$ cat src/rtl/cdb_pkg.sv
// Shared types and constants for the common-data-bus arbiter.
// Lane payload struct and requester index map.
package cdb_pkg;

    localparam int NUM_REQ   = 4;
    localparam int DATA_W    = 32;
    localparam int ROB_IDX_W = 6;
    localparam int ROB_DEPTH = 16;
    localparam int REQ_IDX_W = $clog2(NUM_REQ);
    localparam int NUM_LANE  = 2;

    localparam logic [ROB_IDX_W-1:0] INVALID_ROB = 6'b010000;

    localparam int REQ_ADDER = 0;
    localparam int REQ_LOAD  = 1;
    localparam int REQ_STORE = 2;
    localparam int REQ_BNE   = 3;

    typedef struct packed {
        logic                 valid;
        logic [ROB_IDX_W-1:0] robNum;
        logic [DATA_W-1:0]    data;
    } cdb_lane_t;

    function automatic logic is_bad_tag(input logic [ROB_IDX_W-1:0] rob);
        return rob >= ROB_IDX_W'(ROB_DEPTH);
    endfunction

endpackage

$ cat src/rtl/rr_pick2.sv
// Round-robin picker: up to two grants per cycle onto free lanes.
// Bad-tag offers are granted without occupying a lane.
module rr_pick2
    import cdb_pkg::*;
(
    input  logic [NUM_REQ-1:0]   req,
    input  logic [NUM_REQ-1:0]   bad,
    input  logic [REQ_IDX_W-1:0] ptr,
    input  logic [NUM_LANE-1:0]  free,
    output logic [NUM_REQ-1:0]   gnt,
    output logic [NUM_REQ-1:0]   sel1,
    output logic [NUM_REQ-1:0]   sel2,
    output logic                 any,
    output logic [REQ_IDX_W-1:0] nxt_ptr
);

    logic [1:0]           cap;
    logic [1:0]           ngnt;
    logic                 taken1;
    logic                 taken2;
    logic [REQ_IDX_W-1:0] idx;

    always_comb begin
        gnt     = '0;
        sel1    = '0;
        sel2    = '0;
        any     = 1'b0;
        nxt_ptr = ptr;
        ngnt    = 2'd0;
        idx     = ptr;
        taken1  = ~free[0];
        taken2  = ~free[1];
        cap     = {1'b0, free[0]} + {1'b0, free[1]};
        for (int k = 0; k < NUM_REQ; k++) begin
            idx = ptr + REQ_IDX_W'(k);
            if (req[idx] && (ngnt < cap)) begin
                if (bad[idx]) begin
                    gnt[idx] = 1'b1;
                end else if (!taken1) begin
                    gnt[idx]  = 1'b1;
                    sel1[idx] = 1'b1;
                    taken1    = 1'b1;
                end else if (!taken2) begin
                    gnt[idx]  = 1'b1;
                    sel2[idx] = 1'b1;
                    taken2    = 1'b1;
                end
                if (gnt[idx]) begin
                    ngnt    = ngnt + 2'd1;
                    any     = 1'b1;
                    nxt_ptr = idx + REQ_IDX_W'(1);
                end
            end
        end
    end

endmodule

$ cat src/rtl/cdb_arbiter.sv
// Two-lane CDB arbiter: registered one-cycle broadcast pulses with a
// mandatory low cycle between pulses, round-robin fairness and flush.
module cdb_arbiter
    import cdb_pkg::*;
(
    input  logic                         clk,
    input  logic                         rst_n,
    input  logic                         cataclysm,
    input  logic [NUM_REQ-1:0]           reqValid,
    input  logic [NUM_REQ*ROB_IDX_W-1:0] reqRobNum,
    input  logic [NUM_REQ*DATA_W-1:0]    reqData,
    output logic [NUM_REQ-1:0]           reqReady,
    output logic                         CDBisCast1,
    output logic [ROB_IDX_W-1:0]         CDBrobNum1,
    output logic [DATA_W-1:0]            CDBdata1,
    output logic                         CDBisCast2,
    output logic [ROB_IDX_W-1:0]         CDBrobNum2,
    output logic [DATA_W-1:0]            CDBdata2,
    output logic [REQ_IDX_W-1:0]         rrPtr
);

    cdb_lane_t            lane1_q, lane1_d;
    cdb_lane_t            lane2_q, lane2_d;
    logic [REQ_IDX_W-1:0] rr_ptr_q, rr_ptr_d;

    logic [ROB_IDX_W-1:0] rob [NUM_REQ];
    logic [DATA_W-1:0]    dat [NUM_REQ];
    logic [NUM_REQ-1:0]   bad;
    logic [NUM_REQ-1:0]   gnt, sel1, sel2;
    logic                 any;
    logic [REQ_IDX_W-1:0] nxt_ptr;
    logic [NUM_LANE-1:0]  free;

    always_comb begin
        bad = '0;
        for (int i = 0; i < NUM_REQ; i++) begin
            rob[i] = reqRobNum[i*ROB_IDX_W +: ROB_IDX_W];
            dat[i] = reqData[i*DATA_W +: DATA_W];
            bad[i] = is_bad_tag(rob[i]);
        end
    end

    // A lane that pulsed last cycle must sit low now so the next pulse
    // is seen as a fresh rising edge by the consumers.
    assign free = {~lane2_q.valid, ~lane1_q.valid};

    rr_pick2 u_pick (
        .req     (reqValid),
        .bad     (bad),
        .ptr     (rr_ptr_q),
        .free    (free),
        .gnt     (gnt),
        .sel1    (sel1),
        .sel2    (sel2),
        .any     (any),
        .nxt_ptr (nxt_ptr)
    );

    assign reqReady = (rst_n && !cataclysm) ? gnt : '0;

    always_comb begin
        lane1_d       = lane1_q;
        lane2_d       = lane2_q;
        lane1_d.valid = 1'b0;
        lane2_d.valid = 1'b0;
        rr_ptr_d      = rr_ptr_q;
        if (!cataclysm) begin
            for (int i = 0; i < NUM_REQ; i++) begin
                if (sel1[i]) lane1_d = '{1'b1, rob[i], dat[i]};
                if (sel2[i]) lane2_d = '{1'b1, rob[i], dat[i]};
            end
            if (any) rr_ptr_d = nxt_ptr;
        end
    end

    always_ff @(posedge clk or negedge rst_n) begin
        if (!rst_n) begin
            lane1_q  <= '{1'b0, INVALID_ROB, '0};
            lane2_q  <= '{1'b0, INVALID_ROB, '0};
            rr_ptr_q <= '0;
        end else begin
            lane1_q  <= lane1_d;
            lane2_q  <= lane2_d;
            rr_ptr_q <= rr_ptr_d;
        end
    end

    assign CDBisCast1 = lane1_q.valid;
    assign CDBrobNum1 = lane1_q.robNum;
    assign CDBdata1   = lane1_q.data;
    assign CDBisCast2 = lane2_q.valid;
    assign CDBrobNum2 = lane2_q.robNum;
    assign CDBdata2   = lane2_q.data;
    assign rrPtr      = rr_ptr_q;

endmodule
$ cat config.mk
export PLATFORM = sky130hd
export DESIGN_NAME = cdb_arbiter
export DESIGN_NICKNAME = d
export VERILOG_FILES = /design/src/rtl/cdb_pkg.sv /design/src/rtl/rr_pick2.sv /design/src/rtl/cdb_arbiter.sv
export SDC_FILE = /design/constraint.sdc
export NUM_CORES = 1
export LEC_CHECK = 0
export BUFFER_PORTS_ARGS = -buffer_cell sky130_fd_sc_hd__buf_4
export CORE_UTILIZATION = 51
export CTS_BUF_LIST = sky130_fd_sc_hd__clkbuf_8
export DETAILED_ROUTE_END_ITERATION = 16
export PLACE_DENSITY = 0.88
export SYNTH_ARGS = -nofsm -noshare
export SYNTH_HDL_FRONTEND = slang
export SYNTH_SLANG_ARGS = --single-unit
$ cat constraint.sdc
create_clock -name clk -period 14.1 [get_ports clk]
set_input_delay 0.705 -clock clk [delete_from_list [all_inputs] [get_ports clk]]
set_output_delay 0.705 -clock clk [all_outputs]
set_load 0.03 [all_outputs]
# == Word-level counts from Yosys, hierarchy flattened ==
# Cells that the tools add are included.
# totals
out_inout_bits,84
register_bits,80
word_cells,186
in_bits,159
# op_classes
bitwise_logic,12
add_sub_neg,9
reduce_logical,15
n_mux,127
magnitude_cmp,16
# op_table
operator,count
$mux W39,10
$mux W4,48
$mux W1,41
$or A4 B4 Y4,9
$bmux W1 S2,12
$ge A6 B5 Y1 const B,4
$mux W2,12
$add A2 B1 Y2 const B,6
$lt A2 B3 Y1 const B,4
$logic_and A1 B1 Y1,9
$demux W1 S2,4
$ge A2 B1 Y1 const B,4
$reduce_bool A4 Y1,2
$lt A2 B2 Y1,3
$reduce_and A2 Y1,3
$add A2 B2 Y2 const B,2
$not A1 Y1,3
$add A1 B1 Y2,1
$lt A1 B2 Y1 const A,1
$logic_not A1 Y1,1

# == Logic depth before layout (Yosys ltp) ==
# Gate-level depths: netlist (run 1).
# logic_depth
ltp_word,34
ltp_mapped,34
depth_no_buf,30

# == Hierarchy ==
# A second synthesis (run 1) with hierarchy kept.
# unflattened
cells_unflattened,778
area_unflattened_um2,6866.6
# modules_own_cells
module,instances,area_each_um2,cells_each,seq_area_each_um2
cdb_arbiter,1,5188.7,555,2004.4
rr_pick2,1,1677.9,223,0.0

# == Worst setup path before layout (run 1) ==
# Ideal clock, no wire load.
# synth_timing
kind,reg2out
start,register rr_ptr_q[0] (netlist: rrPtr[0])
end,output reqReady[1]
n_path_buf,2
arrival_ps,5989
t_required_ps,13395
slack_ps,7406
stages_incl_launch_ff,24
cell_sequence,dfrtp_1 > buf_2 > inv_2 > ha_1 > buf_4 > nor4b_1 > or4_1 > and4_1 > nor2_1 > a21boi_0 > mux4_2 > ha_1 > a21oi_1 > a31oi_1 > a221o_1 > nor2_1 > o2111ai_1 > a22oi_1 > nor2_1 > o22ai_1 > ha_1 > a211oi_1 > nand2_1 > a21oi_1
# synth_between
elab_chain_len,28
word_cells_on_any_way,98
cone_classes,add/sub (5); order compare (11); mux (71); bitwise (3); reduce/logical (8)
# synth_rtl
element,line,source
"start, declared",cdb_arbiter.sv:24,"logic [REQ_IDX_W-1:0] rr_ptr_q, rr_ptr_d;"
"start signal, assigned",cdb_arbiter.sv:84,rr_ptr_q <= rr_ptr_d;
$lt A2 B3 Y1 (not written as such) or $ge A2 B1 Y1 (tied branches),"rr_pick2.sv:38, rr_pick2.sv:40, rr_pick2.sv:44",
$logic_and A1 B1 Y1 (not written as such),"rr_pick2.sv:38, rr_pick2.sv:40, rr_pick2.sv:44",
$mux W1 (not written as such),"rr_pick2.sv:38, rr_pick2.sv:40, rr_pick2.sv:44",
$demux W1 S2,n/a,
$mux W4,rr_pick2.sv:43,end else if (!taken2) begin
$mux W4,rr_pick2.sv:39,end else if (!taken1) begin
$mux W4,rr_pick2.sv:37,if (bad[idx]) begin
$mux W4,rr_pick2.sv:36,if (req[idx] && (ngnt < cap)) begin
[12 not listed],n/a,
$bmux W1 S2 or $mux W4 (tied branches),"rr_pick2.sv:48, rr_pick2.sv:36",
$mux W1 (not written as such) or $or A4 B4 Y4 (tied branches),n/a,
$mux W2 or $mux W4 (tied branches),"rr_pick2.sv:48, rr_pick2.sv:43",
$mux W2 or $mux W4 (tied branches),"rr_pick2.sv:36, rr_pick2.sv:39",
$lt A2 B2 Y1 or $mux W4 (tied branches),"rr_pick2.sv:36, rr_pick2.sv:37",
$logic_and A1 B1 Y1 or $mux W4 (tied branches),rr_pick2.sv:36,
$mux W4 *,rr_pick2.sv:36,
$mux W4 *,cdb_arbiter.sv:59,assign reqReady = (rst_n && !cataclysm) ? gnt : '0;
"end, declared",cdb_arbiter.sv:12,"output logic [NUM_REQ-1:0] reqReady,"
# Every way passes the cells marked *; elsewhere a longest branch is shown, timed or not. The select of a mux whose other input is x is not followed.

# == Worst setup path in the final report (run 1) ==
# layout_timing
start,register rr_ptr_q[0] (netlist: rrPtr[0])
end,"register lane2_q, in the netlist CDBdata2[27]"
# layout_between
elab_chain_len,30
word_cells_on_any_way,113
cone_classes,add/sub (5); order compare (11); mux (82); bitwise (5); reduce/logical (10)
# layout_rtl
element,line,source
$lt A2 B3 Y1 (not written as such) or $ge A2 B1 Y1 (tied branches),n/a,
$logic_and A1 B1 Y1 (not written as such),n/a,
$mux W1 (not written as such),n/a,
$demux W1 S2,n/a,
$mux W4,rr_pick2.sv:43,
$mux W4,rr_pick2.sv:39,
$mux W4,rr_pick2.sv:37,
$mux W4,rr_pick2.sv:36,
[12 not listed],n/a,
$bmux W1 S2,rr_pick2.sv:48,if (gnt[idx]) begin
$mux W1 (not written as such),rr_pick2.sv:48,
$mux W2,rr_pick2.sv:48,
$mux W2,rr_pick2.sv:36,
$lt A2 B2 Y1,rr_pick2.sv:36,
$logic_and A1 B1 Y1,rr_pick2.sv:36,
$mux W4 *,rr_pick2.sv:36,
$mux W39 (3 in a row),cdb_arbiter.sv:70,"if (sel2[i]) lane2_d = '{1'b1, rob[i], dat[i]};"
"end signal, assigned",cdb_arbiter.sv:79,"lane2_q <= '{1'b0, INVALID_ROB, '0};"
"end signal, assigned",cdb_arbiter.sv:83,lane2_q <= lane2_d;
"end, declared",cdb_arbiter.sv:23,"cdb_lane_t lane2_q, lane2_d;"
# Marked as above.
# A chain may end at the register's enable or synchronous reset.

==> results.ini, run 1 <==
[worst_setup_path]
criticalPathCategory = flip-flop to flip-flop
end_kind = flip-flop
cp-start-kind = flip-flop
worstPathRequired_ns = 14.37
cp_max_fo = 41
crit_arrival_ns = 9.21

[grt]
grt_max_degree = 44
grt_antenna_before_repair = 0
grt_usage = 0.391
grt_pass1_wl_mm = 40.5
overflow = 0
grt_pass1_vias = 7845

[synth]
synth_edf_count = 0
synthTopCellsByArea = dfrtp_1 (29%), a221oi_1 (10%), o31ai_1 (7.6%), nor2_1 (5.8%), a22oi_1 (5.2%)
synth_cell_type_count = 78
netlist_instances = 777
yosysSeqAreaShare = 0.301
synth_top_area_share = 0.293
synth_common_cells = nor2_1 (102), dfrtp_1 (78), a221oi_1 (77), o31ai_1 (67), inv_1 (51)
ys.flop_type = dfrtp_1
synth_warnings = 0
syn_nets = 949
yosys.area.top_type = dfrtp_1
yosysMostFrequentCell = nor2_1
ys_seq_elements = 80
async_flop_share = 1.00
syn_area_um2 = 6660
avgSynthCellArea_um2 = 8.57

[clock_network]
cts-root-buf = clkbuf_8
cts_resized = 0
numCtsBuffers = 9
cts-hold-fix-buffers = 0
path_clk_slew_ns = 0.09
htree_num_levels = 3
insertion_delay_ns = 0.38
postCtsSetupBuffers = 0
cts_tree = yes
clock-sinks = 80
cts.path.max_buffers = 2

[flow_run]
cap_violations = 0

[sta]
timing.slew.headroom = 0.186
finalHoldViolCount = 0
finalCritPeriodShare = 0.634
tns_ns = 0
setup_violations = 0
clock.fmax_mhz = 112
slew_violations = 0
period_needed_ns = 8.94
tightest_slew_ns = 1.22
rsz0062_at_grt = no
clock_skew_ns = 0.0128

[floorplan]
coreArea_um2 = 12700
start_util = 0.525
dieWidth_um = 116
die_h_um = 116
ioPinCount = 243
num_rows = 41
die_area_um2 = 13500

[drt]
finalWirelength_mm = 26.2
routedWlPerCell_um = 23.1
ant_nets = 0
drt-vias-per-instance = 7.04
post-route-drc-count = 0
initialDrtViolationCount = 1035
num_vias = 7991
first_pass_iters = 6

[hold_path]
hold_path.class = primary input to async pin

[cells_and_area]
final_nets = 1130
area_delta_synth_final_pct = 30.0
diodes = 0
fillerInstances = 1043
drive_gt1_frac = 0.323

[power]
power.total_uw = 2130
peakVddDrop_mv = 0.114
power_density_nw_per_um2 = 246
p_leak_uw = 0.00374

[placement]
place.gp.congestion = 1.05
port_buffers = 242
hpwl_mm = 18.1

[run_status]
status = finished, final reports clean

-- routing by layer --
layer | vias to the layer above | global-route usage | wire (um)
li1 | 3441 | - | -
met5 | - | 0 | 0
met1 | 3779 | 0.476 | 9510
met4 | 0 | 0.209 | 1200
met3 | 128 | 0.0841 | 2910
met2 | 643 | 0.648 | 12600
-- state kept, by name, indices dropped and copies added, names as in the netlist --
name and flops:
CDBdata1 32, CDBdata2 32, CDBisCast1 1, CDBisCast2 1, CDBrobNum1 6, CDBrobNum2 6, rrPtr 2
-- kinds of logic after synthesis --
logic type / synth area share
AO/OA/AOI/OAI: 0.431
XOR/XNOR: 0.00132
adder cells (fa/ha/maj): 0.0244
buffers and inverters: 0.0915
flip-flops: 0.301
multiplexers: 0.0363
AND/OR/NAND/NOR: 0.114
-- worst max-delay path, stage by stage (launching register included) --
cell	delay, ns
dfrtp_1	0.89
inv_2	0.28
ha_1	0.57
nor4b_1	0.25
or4_1	0.60
and4_1	0.24
nor2_1	0.20
a22oi_1	0.11
mux4_2	0.53
ha_1	0.31
a21oi_1	0.13
a31oi_1	0.05
a221o_1	0.38
nor2_1	0.25
o2111ai_1	0.20
a22oi_1	0.35
nor2_1	0.17
o22ai_1	0.16
ha_1	0.29
or3_1	0.47
a31oi_4	0.20
buf_4	0.44
a21oi_1	0.19
inv_2	0.64
nand2b_4	0.45
o31ai_1	0.40
-- placed cells by master (no fill, tap or decap), drive strengths merged, types with 3 or more instances in the layout --
cell type	instances
a22oi	46
buf	253
o21ai	10
a222oi	3
o31ai	75
a21oi	24
nand2	17
nand3	8
inv	56
a221oi	79
or2	7
nand2b	4
a211o	5
dfrtp	78
o21a	3
a31oi	42
nor2	102
ha	13
o311ai	6
a221o	3
a211oi	42
and2	6
clkbuf	9
a21o	4
mux4	8
o22ai	4
mux2i	5
a21boi	4
nor3	6
-- worst paths after layout --
| kind | endpoint | from | slack (ns) | cells after the start |
|---|---|---|---|---|
| min | CDBdata1[21]$_DFFE_PN0P_ | rst_n | 0.30 | 1 |
| max in group asynchronous | CDBdata2[6]$_DFFE_PN0P_ | rst_n | 12.85 | 2 |
| min in group clk | CDBdata1[21]$_DFFE_PN0P_ | CDBdata1[21]$_DFFE_PN0P_ | 0.53 | 2 |
| min reg2reg | CDBdata1[21]$_DFFE_PN0P_ | CDBdata1[21]$_DFFE_PN0P_ | 0.53 | 2 |
| max reg2reg | CDBdata2[27]$_DFFE_PN0P_ | rrPtr[0]$_DFFE_PN0P_ | 5.16 | 25 |
| max | CDBdata2[27]$_DFFE_PN0P_ | rrPtr[0]$_DFFE_PN0P_ | 5.16 | 25 |
-- through the flow --
stage | std cells | utilization | setup WS, ns | instance area [um^2] | hold slack (ns)
5_1_grt | 1135 | 0.683 | 4.67 | 8660 | 0.331
3_3_place_gp | 1119 | 0.666 | 5.59 | 8440 | 0.498
6_report | 1135 | 0.683 | 5.16 | 8660 | 0.297
4_1_cts | 1135 | 0.683 | 5.36 | 8660 | 0.309
3_5_place_dp | 1119 | 0.666 | 5.41 | 8440 | 0.510
2_1_floorplan | 777 | - | 7.41 | 6660 | 0.409
-- where the power goes --
group          switching [uW]  internal, uW
sequential               74.2           310
combinational            1010           540
clock                    90.8          98.5
-- cell type report --
cell class                 count  area, um^2  share of cell area
sequential                    80        2000               0.232
tap                          172         215              0.0249
multi-input combinational    560        4120               0.476
clock buffer                   9         124              0.0143
clock inverter                 7        88.8              0.0103
timing repair buffer         253        1900               0.219
inverter                      54         203              0.0234
No activity file was read; power rests on OpenSTA's default activity.
==> run 2: changes to the inputs <==
--- a/config.mk
+++ b/config.mk
@@ -5,11 +5,12 @@
 export SDC_FILE = /design/constraint.sdc
 export NUM_CORES = 1
 export LEC_CHECK = 0
+export ABC_AREA = 1
 export BUFFER_PORTS_ARGS = -buffer_cell sky130_fd_sc_hd__buf_4
-export CORE_UTILIZATION = 51
+export CORE_UTILIZATION = 49
 export CTS_BUF_LIST = sky130_fd_sc_hd__clkbuf_8
 export DETAILED_ROUTE_END_ITERATION = 16
-export PLACE_DENSITY = 0.88
+export PLACE_DENSITY = 0.86
 export SYNTH_ARGS = -nofsm -noshare
 export SYNTH_HDL_FRONTEND = slang
 export SYNTH_SLANG_ARGS = --single-unit
==> constraint.sdc (replaced) <==
create_clock -name clk -period 7.3 [get_ports clk]
set_input_delay 0.365 -clock clk [delete_from_list [all_inputs] [get_ports clk]]
set_output_delay 0.365 -clock clk [all_outputs]
set_load 0.03 [all_outputs]
==> results.ini, run 2 <==
[run_status]
status = finished, final reports clean

[synth]
avgSynthCellArea_um2 = 5.69
yosysSeqAreaShare = 0.263
netlist_instances = 1337
synth_top_area_share = 0.301
synth_warnings = 0
synth_common_cells = nand2_1 (610), nor2_1 (184), a21oi_1 (160), dfrtp_1 (78), inv_1 (67)
synthTopCellsByArea = nand2_1 (30%), dfrtp_1 (26%), a21oi_1 (11%), nor2_1 (9.1%), inv_1 (3.3%)
synth_top_family_by_area = simple AND/OR/NAND/NOR gates
yosysMostFrequentCell = nand2_1
ys.flop_type = dfrtp_1
yosys.area.top_type = nand2_1
synthSimpleGateAreaFrac = 0.453
ys_seq_elements = 80
synth_xor_area_frac = 0.00115
synthMuxAreaShare = 0
syn_nets = 1509
async_flop_share = 1.00
synth_cell_type_count = 39
syn_area_um2 = 7610
synth-compound-area-share = 0.153
synth_edf_count = 0
synth_fa_ha_area_frac = 0.0214

[sta]
rsz0062_at_grt = no
tightest_slew_ns = 0.878
finalCritPeriodShare = 0.882
timing.slew.headroom = 0.414
period_needed_ns = 6.44
clock.fmax_mhz = 155
finalHoldViolCount = 0
slew_violations = 0
setup_violations = 0
clock_skew_ns = 0.0126
hold_slack_ns = 0.237
tns_ns = 0

[grt]
grt_usage = 0.328
grt_pass1_vias = 8467
grt_antenna_before_repair = 0
overflow = 0
grt_max_degree = 77
grt_pass1_wl_mm = 42.1

[cells_and_area]
drive_gt1_frac = 0.207
area_delta_synth_final_pct = 24.4
diodes = 0
final_common_cell = nand2_1
final_nets = 1697
final_cell_mix = nand2_1 (610), buf_4 (256), nor2_1 (184)

[drt]
num_vias = 9282
first_pass_iters = 5
ant_nets = 0
drt-vias-per-instance = 5.40
post-route-drc-count = 0
initialDrtViolationCount = 841
finalWirelength_mm = 26.7
routedWlPerCell_um = 15.5

[floorplan]
num_rows = 45
dieWidth_um = 127
ioPinCount = 243
die_h_um = 127
die_area_um2 = 16000
coreArea_um2 = 15200
start_util = 0.501

[placement]
port_buffers = 242
hpwl_mm = 18.1
place.gp.congestion = 0.931

[worst_setup_path]
criticalPathCategory = flip-flop to flip-flop
rr_endpoint = CDBrobNum2[2]$_DFFE_PN0P_
crit-reg2reg-launch = rrPtr[1]$_DFFE_PN0P_
cp-start-kind = flip-flop
cp-startpoint = rrPtr[1]$_DFFE_PN0P_
cp_max_fo = 39
end_kind = flip-flop
r2r_slack_ns = 0.86
crit_end = CDBrobNum2[2]$_DFFE_PN0P_
slowest_delay_ns = 0.62
crit_arrival_ns = 6.71
reg2reg_depth = 30
cpMaxStageDelayCell = a311oi_2
worstPathRequired_ns = 7.57

[clock_network]
path_clk_slew_ns = 0.09
cts-hold-fix-buffers = 1
cts_resized = 0
clock-sinks = 80
htree_num_levels = 3
numCtsBuffers = 9
postCtsSetupBuffers = 0
cts_tree = yes
insertion_delay_ns = 0.37
cts.path.max_buffers = 2
cts-root-buf = clkbuf_8

[hold_path]
hold_start = cataclysm
hold_path.class = primary input to flip-flop

[flow_run]
cap_violations = 0

[power]
p_leak_uw = 0.00580
peakVddDrop_mv = 0.404
power_density_nw_per_um2 = 556

-- run 2: cell types whose count changed after synthesis, moves of 16 or more --
cell	previous run	this run
nand2_1	17	610
a21oi_1	23	160
nor2_1	102	184
a221oi_1	77	0
o31ai_1	67	3
a22oi_1	46	0
a211oi_1	41	0
nand3_1	8	48
a31oi_1	40	11
clkbuf_1	32	8
nand2_2	0	18
inv_1	51	67
-- run 2: per-stage QoR --
| step | area [um^2] | total power (uW) | setup WS (ns) | cells | utilization |
|---|---|---|---|---|---|
| after floorplan | 7610 | 3930 | 1.94 | 1337 | - |
| after global routing | 9470 | 5750 | 0.345 | 1718 | 0.623 |
| after detailed placement | 9280 | 4860 | 1.04 | 1701 | 0.610 |
| final | 9470 | 5260 | 0.863 | 1718 | 0.623 |
| after global placement | 9280 | 4800 | 1.32 | 1701 | 0.610 |
| after CTS | 9470 | 5210 | 0.979 | 1718 | 0.623 |
-- run 2: kinds of logic after synthesis --
kind of cell               count (synthesis)
xor gates and xnor gates                   1
DFF                                       80
AOI/OAI and AO/OA                        212
and+or+nand+nor                          872
adders and majority gates                 13
buffers and inverters                    159
-- run 2: worst min-delay path by stage --
| stage | end | slack, ns | depth (start not counted) |
|---|---|---|---|
| after global routing | rrPtr[1]$_DFFE_PN0P_ | 0.25 | 3 |
| after floorplan | CDBdata1[0]$_DFFE_PN0P_ | 0.07 | 0 |
| after CTS | rrPtr[1]$_DFFE_PN0P_ | 0.23 | 3 |
| after detailed placement | CDBdata2[22]$_DFFE_PN0P_ | 0.41 | 1 |
| final | rrPtr[1]$_DFFE_PN0P_ | 0.24 | 3 |
| after global placement | CDBdata1[24]$_DFFE_PN0P_ | 0.40 | 1 |
-- run 2: per-layer routing --
metal | up-vias | wire [um] | global-route usage
li1 | 4547 | - | -
met1 | 4065 | 10900 | 0.413
met2 | 581 | 12000 | 0.541
met3 | 89 | 2580 | 0.0506
met4 | 0 | 1150 | 0.175
met5 | - | 0 | 0
-- run 2: critical path: cells and delay by family (launching register included) --
family | cells | cell delay (ns)
compound gates | 8 | 1.62
buf+inv | 7 | 1.81
fa+ha+maj | 3 | 1.01
flops | 1 | 0.54
simple gates | 12 | 1.31
-- run 2: cell type report --
class | count | area [um^2]
Clock buffer | 9 | 124
Clock inverter | 7 | 60.1
Fill cell | 1467 | 5730
Inverter | 77 | 290
Multi-Input combinational cell | 1098 | 4780
Sequential cell | 80 | 2000
Tap cell | 188 | 235
Timing Repair Buffer | 259 | 1970
-- run 2: where the power goes --
| group | internal (uW) | switching [uW] |
|---|---|---|
| combinational | 1340 | 2830 |
| sequential | 636 | 118 |
| clock | 154 | 183 |
